$ cat src/rtl/common_pkg.sv
// Shared helpers: the V(n) vector-width macro and elaboration-time parameter checks.
`ifndef COMMON_PKG_V_MACRO
`define COMMON_PKG_V_MACRO
`define V(n) [(n)-1:0]
`endif

package common_pkg;

  // True when a size parameter is strictly positive.
  function automatic bit check_param_pos(input int value);
    return value > 0;
  endfunction

endpackage

$ cat src/rtl/queue_fifo.sv
// Show-ahead FIFO (W x N): head visible the cycle after the push, pop takes effect at the edge;
// i_rdy drops when full (full push dropped even with a same-cycle pop). Optional checks: QUEUE_FIFO_ASSERT_EN.
module queue_fifo
  import common_pkg::*;
#(
  parameter int W = 1,
  parameter int N = 16
) (
  input  logic        clk,
  input  logic        rst,
  input  logic        clk_en,
  input  logic        i_v,
  output logic        i_rdy,
  input  logic `V(W)  i,
  output logic        o_v,
  input  logic        o_rdy,
  output logic `V(W)  o
);

  localparam int PW = $clog2(N);
  localparam int CW = $clog2(N + 1);

  typedef logic [PW-1:0] ptr_t;
  typedef logic [CW-1:0] count_t;

  localparam ptr_t   LAST_PTR = ptr_t'(N - 1);
  localparam count_t FULL_CNT = count_t'(N);

  if (!check_param_pos(W)) begin : g_bad_w
    $error("queue_fifo: W must be at least 1");
  end
  if (!check_param_pos(N - 1)) begin : g_bad_n
    $error("queue_fifo: N must be at least 2");
  end

  logic `V(W) mem [N];
  ptr_t       rd_ptr;
  ptr_t       wr_ptr;
  count_t     count;
  logic       push;
  logic       pop;

  assign i_rdy = (count != FULL_CNT);
  assign o_v   = (count != '0);
  assign push  = i_v & i_rdy & clk_en;
  assign pop   = o_rdy & o_v & clk_en;
  assign o     = o_v ? mem[rd_ptr] : '0;

  always_ff @(posedge clk) begin
    if (push) begin
      mem[wr_ptr] <= i;
    end
  end

  // Wrap is explicit so non-power-of-two depths work.
  always_ff @(posedge clk) begin
    if (rst) begin
      rd_ptr <= '0;
      wr_ptr <= '0;
      count  <= '0;
    end else begin
      if (push) begin
        wr_ptr <= (wr_ptr == LAST_PTR) ? '0 : wr_ptr + ptr_t'(1);
      end
      if (pop) begin
        rd_ptr <= (rd_ptr == LAST_PTR) ? '0 : rd_ptr + ptr_t'(1);
      end
      case ({push, pop})
        2'b10:   count <= count + count_t'(1);
        2'b01:   count <= count - count_t'(1);
        default: count <= count;
      endcase
    end
  end

`ifdef QUEUE_FIFO_ASSERT_EN
  always @(posedge clk) begin
    if (!rst && clk_en) begin
      if (i_v && !i_rdy) $error("queue_fifo: push while full");
      if (o_rdy && !o_v) $error("queue_fifo: pop while empty");
      if (count > FULL_CNT) $error("queue_fifo: count exceeds depth");
    end
  end
`endif

endmodule

$ cat config.mk
export PLATFORM = sky130hd
export DESIGN_NAME = queue_fifo
export DESIGN_NICKNAME = d
export VERILOG_FILES = /design/src/rtl/common_pkg.sv /design/src/rtl/queue_fifo.sv
export SDC_FILE = /design/constraint.sdc
export NUM_CORES = 1
export LEC_CHECK = 0
export BUFFER_PORTS_ARGS = -buffer_cell sky130_fd_sc_hd__buf_2
export CORE_AREA = 2 2 75 59
export CTS_BUF_LIST = sky130_fd_sc_hd__clkbuf_8
export CTS_CLUSTER_DIAMETER = 150
export DETAILED_ROUTE_END_ITERATION = 7
export DIE_AREA = 0 0 77 61
export GPL_ROUTABILITY_DRIVEN = 0
export SYNTH_ARGS = -nofsm -noshare
export SYNTH_HDL_FRONTEND = slang
export SYNTH_SLANG_ARGS = --single-unit
$ cat constraint.sdc
create_clock -name clk -period 5.96 [get_ports clk]
set_input_delay 0 -clock clk [delete_from_list [all_inputs] [get_ports clk]]
set_output_delay 0 -clock clk [all_outputs]
set_load 0.005 [all_outputs]
* Yosys cells after proc, flatten, opt, wreduce, memory -nomap -nowiden
Memory sizes are Yosys's and may differ from the RTL's. A register that Yosys moved wholly into a read port is not among the register bits.
Index checks and enable logic that the tools add are counted.
** Operators by class
- Div/mod/pow operators :: 0
- Bitwise operators :: 4
- Shifts and indexed selects :: 0
- $add $sub $neg :: 4
- Eq/ne operators :: 5
- $mul :: 0
- Order comparisons :: 0
- Reductions and logical operators :: 2
- Multiplexer cells :: 8
** Operator list (number)
- 4-bit two-way mux :: 4
- 5-bit case mux with 2 select lines :: 1
- 4-bit by 1-bit adder with 4-bit output, second input constant :: 2
- 4-bit equality test, second input constant :: 2
- 5-bit by 1-bit adder with 5-bit output, second input constant :: 1
- 5-bit inequality test, second input constant :: 1
- 5-bit nonzero test :: 1
- 5-bit by 1-bit subtractor with 5-bit output, second input constant :: 1
- 1-bit bitwise AND :: 4
- 1-bit two-way mux :: 3
- 2-bit by 1-bit equality test with 1-bit output, second input constant :: 1
- 2-bit equality test, second input constant :: 1
- 2-bit nonzero test :: 1
** Storage, ports and cells
- Memory bits (read-only) :: 0
- Memories :: 1
- Input port bits :: 6
- Output and inout port bits :: 3
- Flip-flop bits (word level) :: 13
- Latch bits :: 0
- RAM bits :: 16
** Memory list
- mem :: depth 16, width 1, read ports 1, clocked after memory_dff 1, wr ports 1, RTL line queue_fifo.sv:36 : logic `V(W) mem [N];

* Logic depth before layout (Yosys ltp)
Gate-level depths: netlist of the first run.
- Depth in word-level cells :: 5
- Gate-level depth with buffers :: 12

* Worst setup path before layout of the first run
OpenSTA, ideal clock, no wires.
- Kind :: reg-to-reg
- Start point :: register count[1]
- End point :: register count[4]
- Stages on the path, launching flop included :: 13
- Path slack :: 3215 ps
- Arrival time :: 2639 ps
- Clock period less this slack :: 2745 ps
- Cell sequence :: dfxtp_1 -> buf_6 -> or4_4 -> o211ai_4 -> inv_1 -> ha_1 -> buf_2 -> xor2_1 -> ha_1 -> a21oi_2 -> a32oi_1 -> or4_1 -> o311ai_0
** Between the ends
- Word-level cells in the longest chain between the ends :: 5
- Elaborated cells on any way between the ends :: 12
** Ends and longest elaborated chain
- start: declaration :: RTL line queue_fifo.sv:39 : count_t count;
- start signal: assignment :: RTL line queue_fifo.sv:69 : 2'b10: count <= count + count_t'(1);
- start signal: assignment :: RTL line queue_fifo.sv:70 : 2'b01: count <= count - count_t'(1);
- start signal: assignment :: RTL line queue_fifo.sv:71 : default: count <= count;
- 5-bit inequality test / 5-bit nonzero test (equally long branches) :: RTL line queue_fifo.sv:43, queue_fifo.sv:44
- 1-bit bitwise AND, on equally long branches (2 in a row) :: RTL line queue_fifo.sv:45, queue_fifo.sv:46
- 2-bit by 1-bit equality test with 1-bit output / 2-bit equality test (equally long branches) :: RTL line queue_fifo.sv:68 : case ({push, pop})
- 5-bit case mux with 2 select lines / 2-bit nonzero test (equally long branches)
Parallel ways exist; a longest one is shown, timed or not.
A chain may end at the register's enable or synchronous reset.

* Worst setup path after layout of the first run
- Start point :: register count[0]
- End point :: register count[4]
The elaborated chain is that of the path after synthesis.

==> impl_metrics.env, run 1 <==
export IMPL_outcome="complete, no violations"
export IMPL_crit_fanout=8
export IMPL_arrival_ns=3.20
export IMPL_ys_flop_type="dfxtp_1"
export IMPL_row_count=20
export IMPL_htreeDepth=2
export IMPL_antenna_found_initial=0
export IMPL_period_needed_ns=3.06
export IMPL_fin_nets=178
export IMPL_synthCells=160
export IMPL_fin_area_um2=1920
export IMPL_avgRoutedWirePerCell_um=14.4
export IMPL_hp_class="in -> reg"
export IMPL_cts_resized=0
export IMPL_drive_gt1_share_pct=17.0
export IMPL_dp_cells=212
export IMPL_clkSinkCount=33
export IMPL_post_cts_setup_buffer_count=0
export IMPL_synth_commonest_cells="dfxtp_1, edfxtp_1, nand2_1, nor2_1, ha_1"
export IMPL_syn_area_per_cell_um2=10.8
export IMPL_synth_edf_count=16
export IMPL_clock_latency_ns=0.29
export IMPL_fmax_mhz=327
export IMPL_worst_pin_slew_ns=0.505
export IMPL_period_share_pct=51.3
export IMPL_drt_initial_drc_count=57
export IMPL_syn_nets=174
export IMPL_r2r_start="count[0]"
export IMPL_cts_root_buf="clkbuf_8"
export IMPL_track_usage_pct=16.1
export IMPL_clock_skew_final_ns=0.0114
export IMPL_postPlaceCellArea_um2=1780
export IMPL_fin_setup_tns_ns=0
export IMPL_firstDrtPassIters=4
export IMPL_cts_hold_buf=0
export IMPL_wl_mm=3.16
export IMPL_grt_overflow_total=0
export IMPL_ys_warn_count=0
export IMPL_port_buffers=8
export IMPL_instances_no_fill=220
export IMPL_final_hold_violation_count=0
export IMPL_ir_drop_uv=219
export IMPL_design_core_area_um2=3950
export IMPL_grt_max_degree=19
export IMPL_synth_seq_cells=33
export IMPL_post_synth_top_count_cell="dfxtp_1"
export IMPL_required_ns=6.10
export IMPL_setup_viol=0
export IMPL_dieWidth_um=77
export IMPL_die_area_um2=4700
export IMPL_end_kind="flip-flop"
export IMPL_slew_headroom_pct=66.3
export IMPL_grt_pass1_vias=1197
export IMPL_leakage_uw=0.000689
export IMPL_dpl_hpwl_mm=2.21
export IMPL_pwr_density_cell_nw_per_um2=392
export IMPL_synthTopCellsByArea="edfxtp_1, dfxtp_1, ha_1"
export IMPL_vias=1202
export IMPL_vias_per_cell=5.46
export IMPL_synth_top_area_cell="edfxtp_1"
export IMPL_startpoint_type="flip-flop"
export IMPL_ant_nets=0
export IMPL_die_h_um=61
export IMPL_yosysTopAreaCellShare_pct=27.8
export IMPL_crit_type="reg -> reg"
export IMPL_rsz0062_at_grt="no"
export IMPL_finalPower_uw=752
export IMPL_async_reset_ff_share_pct=0
export IMPL_drc=0
export IMPL_areaGrowthSynthToFinish_pct=11.0
export IMPL_io_pins=9
export IMPL_synth_distinct_cells=48
export IMPL_drv_slew=0
export IMPL_yosysSeqAreaShare_pct=47.5
export IMPL_hold_start="rst"
export IMPL_initial_core_util_pct=43.7
export IMPL_grt_pass1_wl_mm=5.68
export IMPL_crit_start="count[0]"
export IMPL_clk_pin_slew_ns=0.08
export IMPL_cts_buffers=5
export IMPL_diodes=0
export IMPL_clock_path_buffers=2
export IMPL_max_cap_violations=0
export IMPL_cts_tree="built"
export IMPL_syn_cell_area_um2=1730
[placed cells by master, fill, tap and decap left out, drive strengths merged, types with 5 or more instances in the layout]
master  netlist  routed
nand2        11      11
nor2         10      10
ha            8       8
clkbuf        7       5
edfxtp       16      16
buf           4       8
inv           6       6
dfxtp        17      17
a21oi         9       9
[metrics by stage]
step                utilization (%)  setup slack [ns]  hold slack, ns
floorplan                         -              3.22          0.0989
global placement               45.1              3.14           0.369
detailed placement             45.1              3.05           0.374
CTS                            48.5              2.92          0.0715
global route                   48.5              2.68          0.0812
finish                         48.5              2.90          0.0738
[worst max-delay path: stages (launching register included)]
cell      delay, ns
dfxtp_1        0.40
or4_4          0.59
o211ai_4       0.24
inv_1          0.10
ha_1           0.30
xor2_1         0.18
ha_1           0.20
a21oi_2        0.21
o22ai_1        0.17
a221oi_1       0.32
o311ai_0       0.21
[metal layers]
metal	global-route usage (%)	up-vias	wire length, µm
met5	0	-	0
met4	9.69	0	75
met3	5.36	10	126
met2	24.6	25	1410
met1	20.5	565	1550
li1	-	602	-
[area by class of cell]
cell class | count | area (µm²)
repair buffers | 8 | 40.0
flip-flops and latches | 33 | 821
clock inverters | 3 | 65.1
fillers | 395 | 2040
inverters | 6 | 22.5
well taps | 55 | 68.8
multi-input cells | 110 | 832
clock buffers | 5 | 68.8
[cell families (layout without fill, tap and decap cells)]
family | Yosys count | count (layout) | synth area share (%)
AO/OA/AOI/OAI | 30 | 30 | 13.2
adder cells (fa/ha/maj) | 8 | 8 | 5.79
flip-flops | 33 | 33 | 47.5
buffers and inverters | 17 | 22 | 4.34
multiplexers | 8 | 8 | 6.30
XOR/XNOR | 6 | 6 | 3.04
AND/OR/NAND/NOR | 58 | 58 | 19.8
[power breakdown]
part,switching [µW],internal [µW],leakage [µW]
sequential,43.9,257,0.000282
combinational,104,97.1,0.000339
clock,83.9,166,0.0000681
[path summary, 6_finish.rpt]
kind	end	slack (ns)	cells past startpoint
min reg2reg	rd_ptr[0]	0.54	2
min	count[1]	0.07	2
max reg2reg	count[4]	2.90	10
max	count[4]	2.90	10
Note: power is estimated with default switching activity, not from simulation.
==> run 2, diff against run 1 <==
ABC_AREA = 1   (was unset)
clock period = 2.76 ns   (was 5.96 ns; I/O delays follow)
==> impl_metrics.env, run 2 <==
export IMPL_synth_distinct_cells=23
export IMPL_wirelength_met1_mm=1.58
export IMPL_htreeDepth=2
export IMPL_clock_path_buffers=2
export IMPL_die_h_um=61
export IMPL_cp_common_cell="nand2_1"
export IMPL_rsz0062_at_grt="no"
export IMPL_vias=1301
export IMPL_syn_area_per_cell_um2=8.17
export IMPL_drv_slew=0
export IMPL_fillers=414
export IMPL_worst_pin_slew_ns=0.295
export IMPL_avgRoutedWirePerCell_um=10.9
export IMPL_clkPwrFrac_pct=27.2
export IMPL_clkSinkCount=33
export IMPL_grt_max_degree=17
export IMPL_drc=0
export IMPL_setup_viol=0
export IMPL_cts_hold_buf=1
export IMPL_initial_core_util_pct=43.2
export IMPL_leakage_uw=0.000819
export IMPL_end_kind="flip-flop"
export IMPL_port_buffers=8
export IMPL_period_needed_ns=2.09
export IMPL_synth_compound_area_share_pct=6.08
export IMPL_fin_nets=238
export IMPL_clk_pin_slew_ns=0.06
export IMPL_arrival_ns=2.27
export IMPL_syn_cell_area_um2=1710
export IMPL_final_common_cell="nand2_1"
export IMPL_crit_chain="inv_1 > nand4_4 > nand2_4 > inv_4 > ha_1 > nand2_1 > inv_1 > nor2_2 > ha_1 > inv_1 > nand2_1 > nand3_1 > nand2_1 > nand2_1 > nand3_1 > nand2_1 > inv_1"
export IMPL_outcome="complete, no violations"
export IMPL_hp_class="in -> reg"
export IMPL_synthCells=209
export IMPL_grt_pass1_vias=1140
export IMPL_dp_cells=271
export IMPL_die_area_um2=4700
export IMPL_design_core_area_um2=3950
export IMPL_yosys_area_share_xor_xnor_pct=1.03
export IMPL_yosysSeqAreaShare_pct=48.1
export IMPL_antenna_found_initial=0
export IMPL_synthSimpleGateAreaFrac_pct=31.1
export IMPL_synthTopCellsByArea="edfxtp_1, dfxtp_1, nand2_1"
export IMPL_areaGrowthSynthToFinish_pct=11.4
export IMPL_grt_pass1_wl_mm=5.25
export IMPL_synth_top_area_cell="edfxtp_1"
export IMPL_top_layer="met4"
export IMPL_max_cap_violations=0
export IMPL_final_cell_mix="nand2_1, inv_1, nor2_1, nand3_1, dfxtp_1"
export IMPL_post_synth_top_count_cell="nand2_1"
export IMPL_layout_area_seq_um2=821
export IMPL_ys_flop_type="dfxtp_1"
export IMPL_dr_wl_met2_mm=1.22
export IMPL_intPower_uw=820
export IMPL_track_usage_pct=14.9
export IMPL_cts_resized=0
export IMPL_firstDrtPassIters=4
export IMPL_ys_warn_count=0
export IMPL_cts_buffers=5
export IMPL_ant_nets=0
export IMPL_grt_overflow_total=0
export IMPL_crit_type="reg -> reg"
export IMPL_post_cts_setup_buffer_count=0
export IMPL_fin_setup_tns_ns=0
export IMPL_crit_family="simple AND/OR/NAND/NOR gates"
export IMPL_yosysTopAreaCellShare_pct=28.1
export IMPL_cts_root_buf="clkbuf_8"
export IMPL_pwr_density_cell_nw_per_um2=628
export IMPL_muxShareOfSynthArea_pct=0
export IMPL_period_share_pct=75.6
export IMPL_synth_commonest_cells="nand2_1, inv_1, nor2_1, nand3_1, dfxtp_1"
export IMPL_clock_skew_final_ns=0.00635
export IMPL_drive_gt1_share_pct=11.1
export IMPL_slowest_stage="dfxtp_1"
export IMPL_startpoint_type="flip-flop"
export IMPL_final_hold_violation_count=0
export IMPL_max_stage_delay_ns=0.41
export IMPL_hold_worst_slack_ns=0.0931
export IMPL_sw_frac_of_total_pct=31.3
export IMPL_row_count=20
export IMPL_pwr_share_seq_pct=48.7
export IMPL_slew_headroom_pct=80.2
export IMPL_wl_mm=3.06
export IMPL_crit_fanout=6
export IMPL_synth_seq_cells=33
export IMPL_syn_nets=223
export IMPL_required_ns=2.94
export IMPL_multi_input_comb_area_um2=753
export IMPL_synth_top_family_by_area="simple AND/OR/NAND/NOR gates"
export IMPL_vias_per_cell=4.65
export IMPL_combPwrFrac_pct=24.1
export IMPL_drt_initial_drc_count=56
export IMPL_io_pins=9
export IMPL_diodes=0
export IMPL_cts_tree="built"
export IMPL_p_switching_uw=373
export IMPL_instances_no_fill=280
export IMPL_synthAdderAreaFrac_pct=5.86
export IMPL_dpl_hpwl_mm=2.35
export IMPL_fmax_mhz=479
export IMPL_dr_wl_met3_um=234
export IMPL_async_reset_ff_share_pct=0
export IMPL_ir_drop_uv=240
export IMPL_clock_latency_ns=0.28
export IMPL_utilization_pct=48.1
export IMPL_synth_edf_count=16
export IMPL_dieWidth_um=77
export IMPL_cp_buffers_inverters=5
[run 2: cell types whose count changed in the layout (fill, tap and decap cells not counted), sizes merged, moves of 4 or more]
cell    previous run  this run
and3               4         0
inv                6        36
nand2             11        57
nand2b             4         0
nand3              4        22
nor2              10        25
nor2b              4         0
nor3b              4         0
o21ai              3        10
[run 2: path summary, 6_finish.rpt]
kind         startpoint  cells past startpoint         to  slack [ns]
max            count[0]                     17   count[4]        0.67
min                   i                      1     mem[3]        0.09
max reg2reg    count[0]                     17   count[4]        0.67
min reg2reg   rd_ptr[1]                      2  rd_ptr[1]        0.51
[run 2: cells by family after synthesis]
logic type / count (synthesis)
compound gates: 20
fa+ha+maj: 8
buf+inv: 34
xor+xnor: 2
simple gates: 112
flops: 33
[run 2: stage by stage]
stage          total power [µW]  setup WS, ns  area (µm²)
6_report                   1190         0.674        1900
5_1_grt                    1280         0.465        1900
4_1_cts                    1210         0.679        1900
3_5_place_dp                877         0.691        1810
3_3_place_gp                881         0.697        1810
2_1_floorplan               805         0.858        1710
[run 2: per-layer routing]
layer / global-route usage (%) / vias to the layer above
li1: - / 705
met1: 21.4 / 567
met2: 21.2 / 27
met3: 5.36 / 2
met4: 4.59 / 0
met5: 0 / -
[run 2: final cells by class]
type	count	area share, %
clock buffer	5	3.62
clock inverter	3	0.592
inverter	33	6.78
multi-input combinational	142	39.6
sequential	33	43.2
tap	55	3.62
timing repair buffer	9	2.63
[run 2: power by group through the flow]
stage                     Combinational, µW  Sequential [µW]  Clock (µW)
after floorplan                         226              579           0
after global placement                  290              591           0
after detailed placement                286              592           0
after CTS                               289              581         340
after global routing                    331              586         362
final                                   287              581         325
==> run 3, diff against run 2 <==
clock period = 2.1 ns   (was 2.76 ns; I/O delays follow)
==> impl_metrics.env, run 3 (synthesized netlist as in run 2, its figures left out) <==
export IMPL_final_cell_mix="nand2_1, inv_1, nor2_1, nand3_1, edfxtp_1"
export IMPL_clock_skew_final_ns=0.00615
export IMPL_htreeDepth=2
export IMPL_cp_buffers_inverters=3
export IMPL_areaGrowthSynthToFinish_pct=14.8
export IMPL_instances_no_fill=287
export IMPL_diodes=0
export IMPL_die_h_um=61
export IMPL_grt_overflow_total=0
export IMPL_slew_headroom_pct=79.9
export IMPL_hp_class="in -> reg"
export IMPL_r2r_slack_ns=0.15
export IMPL_period_share_pct=93.0
export IMPL_pwr_density_cell_nw_per_um2=839
export IMPL_vias_per_cell=4.65
export IMPL_crit_type="reg -> reg"
export IMPL_utilization_pct=49.6
export IMPL_antenna_found_initial=0
export IMPL_cts_root_buf="clkbuf_8"
export IMPL_crit_chain="nor2_4 > nand4_4 > nand2_4 > inv_4 > ha_1 > nor2_1 > nor2_2 > ha_1 > inv_1 > nand2_2 > xor2_1 > o21ai_0 > inv_1"
export IMPL_drive_gt1_share_pct=16.4
export IMPL_clock_path_buffers=2
export IMPL_grt_pass1_vias=1224
export IMPL_clk_pin_slew_ns=0.07
export IMPL_max_cap_violations=0
export IMPL_period_needed_ns=1.95
export IMPL_drc=0
export IMPL_crit_fanout=5
export IMPL_arrival_ns=2.14
export IMPL_dieWidth_um=77
export IMPL_track_usage_pct=16.1
export IMPL_io_pins=9
export IMPL_ant_nets=0
export IMPL_die_area_um2=4700
export IMPL_final_common_cell="nand2_1"
export IMPL_worst_pin_slew_ns=0.299
export IMPL_leakage_uw=0.000845
export IMPL_initial_core_util_pct=43.2
export IMPL_grt_max_degree=17
export IMPL_outcome="complete, no violations"
export IMPL_startpoint_type="flip-flop"
export IMPL_rr_worst_depth=13
export IMPL_ir_drop_uv=295
export IMPL_crit_family="simple AND/OR/NAND/NOR gates"
export IMPL_min_path_cells=1
export IMPL_fin_nets=245
export IMPL_drv_slew=0
export IMPL_max_stage_delay_ns=0.35
export IMPL_cts_buffers=5
export IMPL_firstDrtPassIters=4
export IMPL_fmax_mhz=512
export IMPL_vias=1334
export IMPL_drt_initial_drc_count=46
export IMPL_hold_path_end="mem[15]"
export IMPL_r2r_start="count[2]"
export IMPL_clkSinkCount=33
export IMPL_design_core_area_um2=3950
export IMPL_grt_pass1_wl_mm=5.62
export IMPL_final_hold_violation_count=0
export IMPL_avgRoutedWirePerCell_um=11.4
export IMPL_setup_viol=0
export IMPL_required_ns=2.28
export IMPL_clock_latency_ns=0.29
export IMPL_dpl_hpwl_mm=2.54
export IMPL_row_count=20
export IMPL_end_kind="flip-flop"
export IMPL_hold_start="i"
export IMPL_slowest_stage="dfxtp_2"
export IMPL_port_buffers=8
export IMPL_wl_mm=3.28
export IMPL_worstReg2RegEnd="count[2]"
export IMPL_dp_cells=275
export IMPL_cts_tree="built"
==> run 3: cell count changes in the layout (fill, tap and decap cells not counted), sizes merged <==
cell / change
buf: +7
clkinv: +3
inv: -3
==> run 3: per-stage QoR <==
step	total power, µW	setup TNS, ns	instance area, µm²	hold slack [ns]	setup slack [ns]
detailed placement	1180	0	1840	0.259	0.0530
global route	1750	-0.0258	1960	0.0924	-0.0217
global placement	1170	0	1840	0.257	0.155
finish	1640	0	1960	0.0830	0.146
CTS	1630	0	1930	0.0737	0.0375
floorplan	1060	0	1710	0.0691	0.198
==> run 3: layout make-up <==
type / count / area [µm²]
sequential: 33 / 823
timing repair buffer: 16 / 103
multi-input combinational: 142 / 756
clock buffer: 5 / 68.8
tap: 55 / 68.8
clock inverter: 3 / 12.5
fill: 405 / 1990
inverter: 33 / 129
==> run 3: metal layers <==
layer / track usage [%] / routed length (µm) / up-vias
met4: 8.42 / 65 / 0
li1: - / - / 716
met2: 23.2 / 1330 / 22
met5: 0 / 0 / -
met3: 4.17 / 175 / 7
met1: 22.6 / 1710 / 589
==> run 3: worst max path at each step <==
stage / startpoint / to / slack, ns / depth (start not counted)
global route: count[2] / count[4] / -0.02 / 16
global placement: count[1] / count[4] / 0.15 / 16
CTS: count[1] / count[2] / 0.04 / 13
finish: count[2] / count[2] / 0.15 / 13
detailed placement: count[1] / count[2] / 0.05 / 13
floorplan: count[1] / count[2] / 0.20 / 13
==> run 3: repair_timing <==
action	CTS	global route
gates resized for setup	0	5
setup endpoints to repair	0	3
setup buffers	0	3
hold endpoints to repair	3	0
hold buffers	1	0
==> run 3: report_power, final <==
group	internal [µW]	switching, µW	leakage, µW	total (µW)
clock network	223	229	0.0000430	452
registers	717	40.9	0.000284	758
logic	179	256	0.000519	435
